<file path="src/rtl/apb_slave_regfile_if.sv">
// APB bus bundle between the bridge (master) and a completer (slave).
interface apb_slave_regfile_if;
  logic        Psel;
  logic        Penable;
  logic        Pwrite;
  logic [31:0] Paddr;
  logic [31:0] Pwdata;
  logic [31:0] Prdata;
  logic        Pready;
  logic        Pslverr;

  modport master (
    output Psel, Penable, Pwrite, Paddr, Pwdata,
    input  Prdata, Pready, Pslverr
  );

  modport slave (
    input  Psel, Penable, Pwrite, Paddr, Pwdata,
    output Prdata, Pready, Pslverr
  );
endinterface

</file>
<file path="src/rtl/apb_slave_regfile.sv">
// APB completer holding a bank of 32-bit registers. Register 0 is a read-only ID,
// the rest are read/write. Wait states are inserted through Pready and bad accesses
// are flagged through Pslverr.
module apb_slave_regfile #(
  parameter logic [31:0] BASE_ADDR   = 32'h8000_0000,
  parameter int unsigned DEPTH       = 16,
  parameter int unsigned WAIT_STATES = 0,
  parameter logic [31:0] ID_VALUE    = 32'hA5B0_0001
) (
  input logic                Hclk,
  input logic                Hresetn,
  apb_slave_regfile_if.slave apb
);

  localparam int unsigned IdxW = (DEPTH > 1) ? $clog2(DEPTH) : 1;

  localparam logic [1:0] StIdle   = 2'd0;
  localparam logic [1:0] StAccess = 2'd1;

  logic [1:0]      state_q, state_d;
  logic [3:0]      cnt_q, cnt_d;
  logic            write_q;
  logic            err_q;
  logic [IdxW-1:0] idx_q;
  logic [31:0]     wdata_q;
  logic [31:0]     prdata_q;
  logic [31:0]     regs_q [DEPTH];

  logic [31:0]     offset;
  logic [31:0]     word;
  logic [IdxW-1:0] dec_idx;
  logic            dec_err;
  logic [31:0]     dec_rdata;
  logic            setup;
  logic            commit;

  // Address decode of the bus as presented during the setup phase.
  always_comb begin
    offset  = apb.Paddr - BASE_ADDR;
    word    = offset >> 2;
    dec_idx = word[IdxW-1:0];
    dec_err = (apb.Paddr < BASE_ADDR) || (word >= DEPTH) || (apb.Paddr[1:0] != 2'b00) ||
              (apb.Pwrite && (word == 32'd0));
    if (dec_err) begin
      dec_rdata = '0;
    end else if (dec_idx == '0) begin
      dec_rdata = ID_VALUE;
    end else begin
      dec_rdata = regs_q[dec_idx];
    end
  end

  // Transfer sequencing: setup capture, wait-state countdown, completion or abort.
  always_comb begin
    state_d = state_q;
    cnt_d   = cnt_q;
    setup   = 1'b0;
    commit  = 1'b0;
    case (state_q)
      StIdle: begin
        // Penable without a preceding setup is a protocol violation and is ignored.
        if (apb.Psel && !apb.Penable) begin
          setup   = 1'b1;
          state_d = StAccess;
          cnt_d   = 4'(WAIT_STATES);
        end
      end
      StAccess: begin
        if (!apb.Psel) begin
          state_d = StIdle;
          cnt_d   = '0;
        end else if (cnt_q != '0) begin
          cnt_d = cnt_q - 4'd1;
        end else if (apb.Penable) begin
          commit  = write_q && !err_q;
          state_d = StIdle;
        end
      end
      default: begin
        state_d = StIdle;
        cnt_d   = '0;
      end
    endcase
  end

  // Control state and setup-phase captures.
  always_ff @(posedge Hclk or negedge Hresetn) begin
    if (!Hresetn) begin
      state_q  <= StIdle;
      cnt_q    <= '0;
      write_q  <= 1'b0;
      err_q    <= 1'b0;
      idx_q    <= '0;
      wdata_q  <= '0;
      prdata_q <= '0;
    end else begin
      state_q <= state_d;
      cnt_q   <= cnt_d;
      if (setup) begin
        write_q <= apb.Pwrite;
        err_q   <= dec_err;
        idx_q   <= dec_idx;
        wdata_q <= apb.Pwdata;
        // Prdata only changes on a read capture; writes leave it alone.
        if (!apb.Pwrite) begin
          prdata_q <= dec_rdata;
        end
      end
    end
  end

  // Register bank; only a clean write completion updates it.
  always_ff @(posedge Hclk or negedge Hresetn) begin
    if (!Hresetn) begin
      for (int i = 0; i < int'(DEPTH); i++) begin
        regs_q[i] <= '0;
      end
    end else if (commit) begin
      regs_q[idx_q] <= wdata_q;
    end
  end

  // Response outputs; Pready is combinational from state and counter.
  always_comb begin
    apb.Pready  = (state_q == StAccess) && (cnt_q == '0);
    apb.Pslverr = apb.Pready && err_q;
    apb.Prdata  = prdata_q;
  end

endmodule

</file>
<file path="src/flat_wrapper.sv">
// flat-port wrapper written by rule: the top's interface ports become plain ports
module apb_slave_regfile_flat 
#(
  parameter logic [31:0] BASE_ADDR   = 32'h8000_0000,
  parameter int unsigned DEPTH       = 16,
  parameter int unsigned WAIT_STATES = 0,
  parameter logic [31:0] ID_VALUE    = 32'hA5B0_0001
)
  (Hclk, Hresetn, apb_Psel, apb_Penable, apb_Pwrite, apb_Paddr, apb_Pwdata, apb_Prdata, apb_Pready, apb_Pslverr);
  apb_slave_regfile_if apb_i ();
  input logic Hclk;
  input logic Hresetn;
  input wire logic [$bits(apb_i.Psel)-1:0] apb_Psel;
  input wire logic [$bits(apb_i.Penable)-1:0] apb_Penable;
  input wire logic [$bits(apb_i.Pwrite)-1:0] apb_Pwrite;
  input wire logic [$bits(apb_i.Paddr)-1:0] apb_Paddr;
  input wire logic [$bits(apb_i.Pwdata)-1:0] apb_Pwdata;
  output wire logic [$bits(apb_i.Prdata)-1:0] apb_Prdata;
  output wire logic [$bits(apb_i.Pready)-1:0] apb_Pready;
  output wire logic [$bits(apb_i.Pslverr)-1:0] apb_Pslverr;
  assign apb_i.Psel = apb_Psel;
  assign apb_i.Penable = apb_Penable;
  assign apb_i.Pwrite = apb_Pwrite;
  assign apb_i.Paddr = apb_Paddr;
  assign apb_i.Pwdata = apb_Pwdata;
  assign apb_Prdata = apb_i.Prdata;
  assign apb_Pready = apb_i.Pready;
  assign apb_Pslverr = apb_i.Pslverr;
  apb_slave_regfile #(.BASE_ADDR(BASE_ADDR), .DEPTH(DEPTH), .WAIT_STATES(WAIT_STATES), .ID_VALUE(ID_VALUE)) u_core (.Hclk(Hclk), .Hresetn(Hresetn), .apb(apb_i));
endmodule
</file>
<file path="config.mk">
export PLATFORM = sky130hd
export DESIGN_NAME = apb_slave_regfile_flat
export DESIGN_NICKNAME = d
export VERILOG_FILES = /design/src/rtl/apb_slave_regfile_if.sv /design/src/rtl/apb_slave_regfile.sv /design/src/flat_wrapper.sv
export SDC_FILE = /design/constraint.sdc
export NUM_CORES = 1
export LEC_CHECK = 0
export ABC_AREA = 1
export BUFFER_PORTS_ARGS = -buffer_cell sky130_fd_sc_hd__buf_2
export CAP_MARGIN = 10
export CORE_ASPECT_RATIO = 2
export CORE_UTILIZATION = 60
export CTS_BUF_LIST = sky130_fd_sc_hd__clkbuf_8
export CTS_CLUSTER_DIAMETER = 30
export DETAILED_ROUTE_END_ITERATION = 8
export PLACE_DENSITY_LB_ADDON = 0.1
export SLEW_MARGIN = 20
export SYNTH_ARGS = -nofsm -noshare
export SYNTH_HDL_FRONTEND = slang
export SYNTH_SLANG_ARGS = --single-unit
export TNS_END_PERCENT = 5
</file>
<file path="constraint.sdc">
create_clock -name Hclk -period 4.7 [get_ports Hclk]
set_clock_uncertainty 0.05 [all_clocks]
set_input_delay 0.705 -clock Hclk [delete_from_list [all_inputs] [get_ports Hclk]]
set_output_delay 0.705 -clock Hclk [all_outputs]
set_load 0.005 [all_outputs]
</file>
==> qor.txt <==
Outcome - completed
Data required, critical path - 5180 ps
Setup tns final - 0 ps
Setup violators final - 0
Number of max-cap violations - 0
Die Height - 304 um
Slowest stage delay, CP - 730 ps
Critical path cell sequence - inv_1 -> ha_1 -> nand3_2 -> nor2_2 -> nand2_2 -> inv_4 -> nand4_4 -> buf_4 -> nand2_1 -> o21ai_0
Post-detailed-routing wire length - 78.7 mm
Total routing usage reported by global routing - 34.9%
GRT Residual Overflow - 0
Number of sinks handled by clock tree synthesis - 587
Comb power frac - 10.9%
Maximum fanout along the worst path - 47
Most numerous cell in the Yosys netlist - nand2_1
Fraction of layout instances using a drive strength above 1 - 8.81%
Area of the core region - 45000 um^2
Kind of end point of the critical path - flop
Post-synth ARST share - 100%
Setup crit end - u_core.regs_q[187]
Class of the tightest hold or removal check - primary input to async pin
Worst Reg-to-Reg Cells - 10
Total number of cells along the worst setup path - 10
Initial standard-cell utilization of the core - 60.7%
Slew HR - 28.4%
Reg-to-reg critical path endpoint - u_core.regs_q[187]
Max Fclk - 348 MHz
Final hold slack - 46.6 ps
Reg-to-reg critical path startpoint - u_core.cnt_q[0]
Mean Syn Cell Area - 7.73 um^2
Biggest area consumer among synthesized cells - dfrtp_1
Wire length per cell after detailed routing - 19.0 um
Initial antenna violation count - 1
Synth Net Count - 3606
Leakage power total - 0.0144 uW
Clock buffer count from CTS - 88
Multi-input logic area - 10400 um^2
Register clock-pin slew on the reported worst setup and hold paths - 60 ps
Antenna-violating nets left - 0
Die outline area - 46400 um^2
Clock share of power - 40.0%
Post-cts resize count - 0
Max VDD drop - 0.246 mV
Clock tree from TritonCTS - built
Internal portion of total power - 7630 uW
Register area - 14700 um^2
Area share of the largest cell type after synthesis - 53.8%
Count of input and output buffers - 102
Root Driver - clkbuf_8
Postcts setup bufs - 0
Cells after synthesis - 3536
Netlist cell types - 31
Timing startpoint of the critical path - u_core.cnt_q[0]
Growth of design area from synthesis to finish - 9.01%
Number of enable flip-flop cells after synthesis - 0
Worst-skew pair later-pin latency - 680 ps
Switching share of total power - 28.2%
Max stage delay cell, worst path - nand4_4
Seq pwr share - 49.1%
Arr. time, crit path - 3360 ps
RSZ-0062 raised after global routing - no
Count of boundary I/O pins - 103
Vias in the first global route - 23000
Commonest cells in the synthesized netlist - nand2_1 (1311), dfrtp_1 (587), inv_1 (354)
Nature of the critical path startpoint - flop
Post-detailed-route DRC marker count - 0
Crit path buf inv count - 3
Net count of the finished layout - 3597
Critical setup path kind - flop to flop
Power density of the placed cells - 357 nW/um^2
Synth area leaders - dfrtp_1 (54%), nand2_1 (18%), nand3_1 (5.6%)
Post-synthesis sequential area ratio - 53.8%
Transition time of the tightest slew-check pin - 1070 ps
Endpoints failing hold - 0
Detailed placement HPWL - 43.3 mm
YS warnings - 0
Pin count of the biggest net entering global routing - 113
Number of storage elements in the synthesis netlist - 587
Die width - 153 um
Total standard cell area after synthesis - 27300 um^2
Maximum level of the CTS H-tree - 3
Initial detailed-routing violation count - 2409
CTS Buffer Depth - 3
Flop-to-flop setup slack - 1830 ps
Final Max Tran Viols - 0
Filler instances - 3986
First-pass GRT wire length - 126 mm
Delay-heaviest family, CP - simple AND/OR/NAND/NOR gates
Final worst path period need - 2870 ps
Number of search-and-repair iterations in the first detailed-routing pass - 6
Detail-routed via count per cell - 5.70
Gp weighted congestion - 0.820
Period utilization - 61.2%
Switching Power - 3000 uW
Via Count - 23700
CTS hold repair buffers - 0
Primary FF master, synth - dfrtp_1
Site Rows - 110
placed cells by master (no fill, tap or decap):
cell type,netlist,final
inv_1,354,381
inv_6,0,4
o211ai_1,4,4
nor3_1,3,3
nor2_2,4,4
bufinv_16,0,4
buf_8,0,1
diode_2,0,1
inv_2,6,6
nand2_4,8,8
o31ai_1,1,1
nand2_1,1311,1311
nand4_4,0,8
o21ai_0,272,272
clkinvlp_4,0,2
nor2_1,91,89
nand3_2,2,2
nand3b_1,1,1
clkinv_2,0,7
inv_4,1,1
nand2_2,1,1
or2_2,7,7
nand3_1,307,307
clkinv_4,0,2
o21ai_2,10,10
nand4_1,3,3
nor2_4,0,2
nor3_4,2,2
clkinv_1,2,1
ha_1,1,1
dfrtp_1,587,587
buf_2,76,100
a21oi_1,14,14
buf_12,0,7
buf_4,1,32
clkbuf_8,0,106
o21bai_1,24,24
o21ai_1,272,272
layer usage:
layer	wire length (um)	vias to the layer above	GRT usage (%)	share of wire, %
met2	39000	982	60.0	50
met5	0	-	0	0
met3	5780	194	5.07	7.3
met4	2730	0	14.4	3.5
met1	31200	11400	44.2	40
li1	-	11100	-	-
worst register-to-register path, stage by stage, from the launching register on:
cell     delay (ps)
dfrtp_1         400
inv_1            60
ha_1            200
nand3_2         130
nor2_2          130
nand2_2         130
inv_4           210
nand4_4         730
buf_4           560
nand2_1          70
o21ai_0          80
worst min path at each step:
| stage | end | slack, ps | depth (start not counted) |
|---|---|---|---|
| after floorplan | u_core.apb.Prdata[0] | 360 | 0 |
| after CTS | u_core.regs_q[230] | 110 | 1 |
| after global routing | u_core.regs_q[51] | 150 | 1 |
| final | u_core.regs_q[326] | 50 | 1 |
| after global placement | u_core.regs_q[378] | 410 | 2 |
| after detailed placement | u_core.regs_q[378] | 420 | 2 |
metrics by stage:
step	cells	util [%]	setup slack [ps]	area [um^2]	power [uW]
global route	4148	66.2	1620	29800	11000
global placement	3997	62.3	1640	28000	6440
floorplan	3536	-	2650	27300	6000
CTS	4147	66.2	1830	29800	10700
detailed placement	3997	62.3	1600	28000	6460
finish	4148	66.2	1830	29800	10600
state kept, by name, indices dropped and copies added, names as in the netlist:
signal,count
u_core.state_q,1
u_core.write_q,1
u_core.regs_q,512
u_core.wdata_q,32
u_core.cnt_q,4
u_core.apb.Prdata,32
u_core.err_q,1
u_core.idx_q,4
cells by family (layout without fill, tap and decap cells):
| family | after synthesis | count (layout) | share of synthesized area, % |
|---|---|---|---|
| flops | 587 | 587 | 53.8 |
| buf+inv | 603 | 654 | 8.66 |
| compound gates | 597 | 597 | 11.3 |
| other cells | 0 | 1 | 0 |
| fa+ha+maj | 1 | 1 | 0.0458 |
| simple gates | 1748 | 1748 | 26.2 |
power groups by stage:
stage | clock network, uW | logic, uW | registers [uW]
finish | 4250 | 1160 | 5220
global route | 4510 | 1280 | 5230
CTS | 4290 | 1160 | 5220
detailed placement | 0 | 1150 | 5310
global placement | 0 | 1130 | 5310
floorplan | 0 | 717 | 5280
area by class of cell:
type                            count  area share [%]
Clock inverter                     45            1.06
Multi-Input combinational cell   2346            34.8
Timing Repair Buffer              141            3.05
Sequential cell                   587            49.3
Antenna cell                        1         0.00840
Tap cell                          560            2.35
Inverter                          363            4.60
Clock buffer                      105            4.85
(Power assumes the default switching activity.)
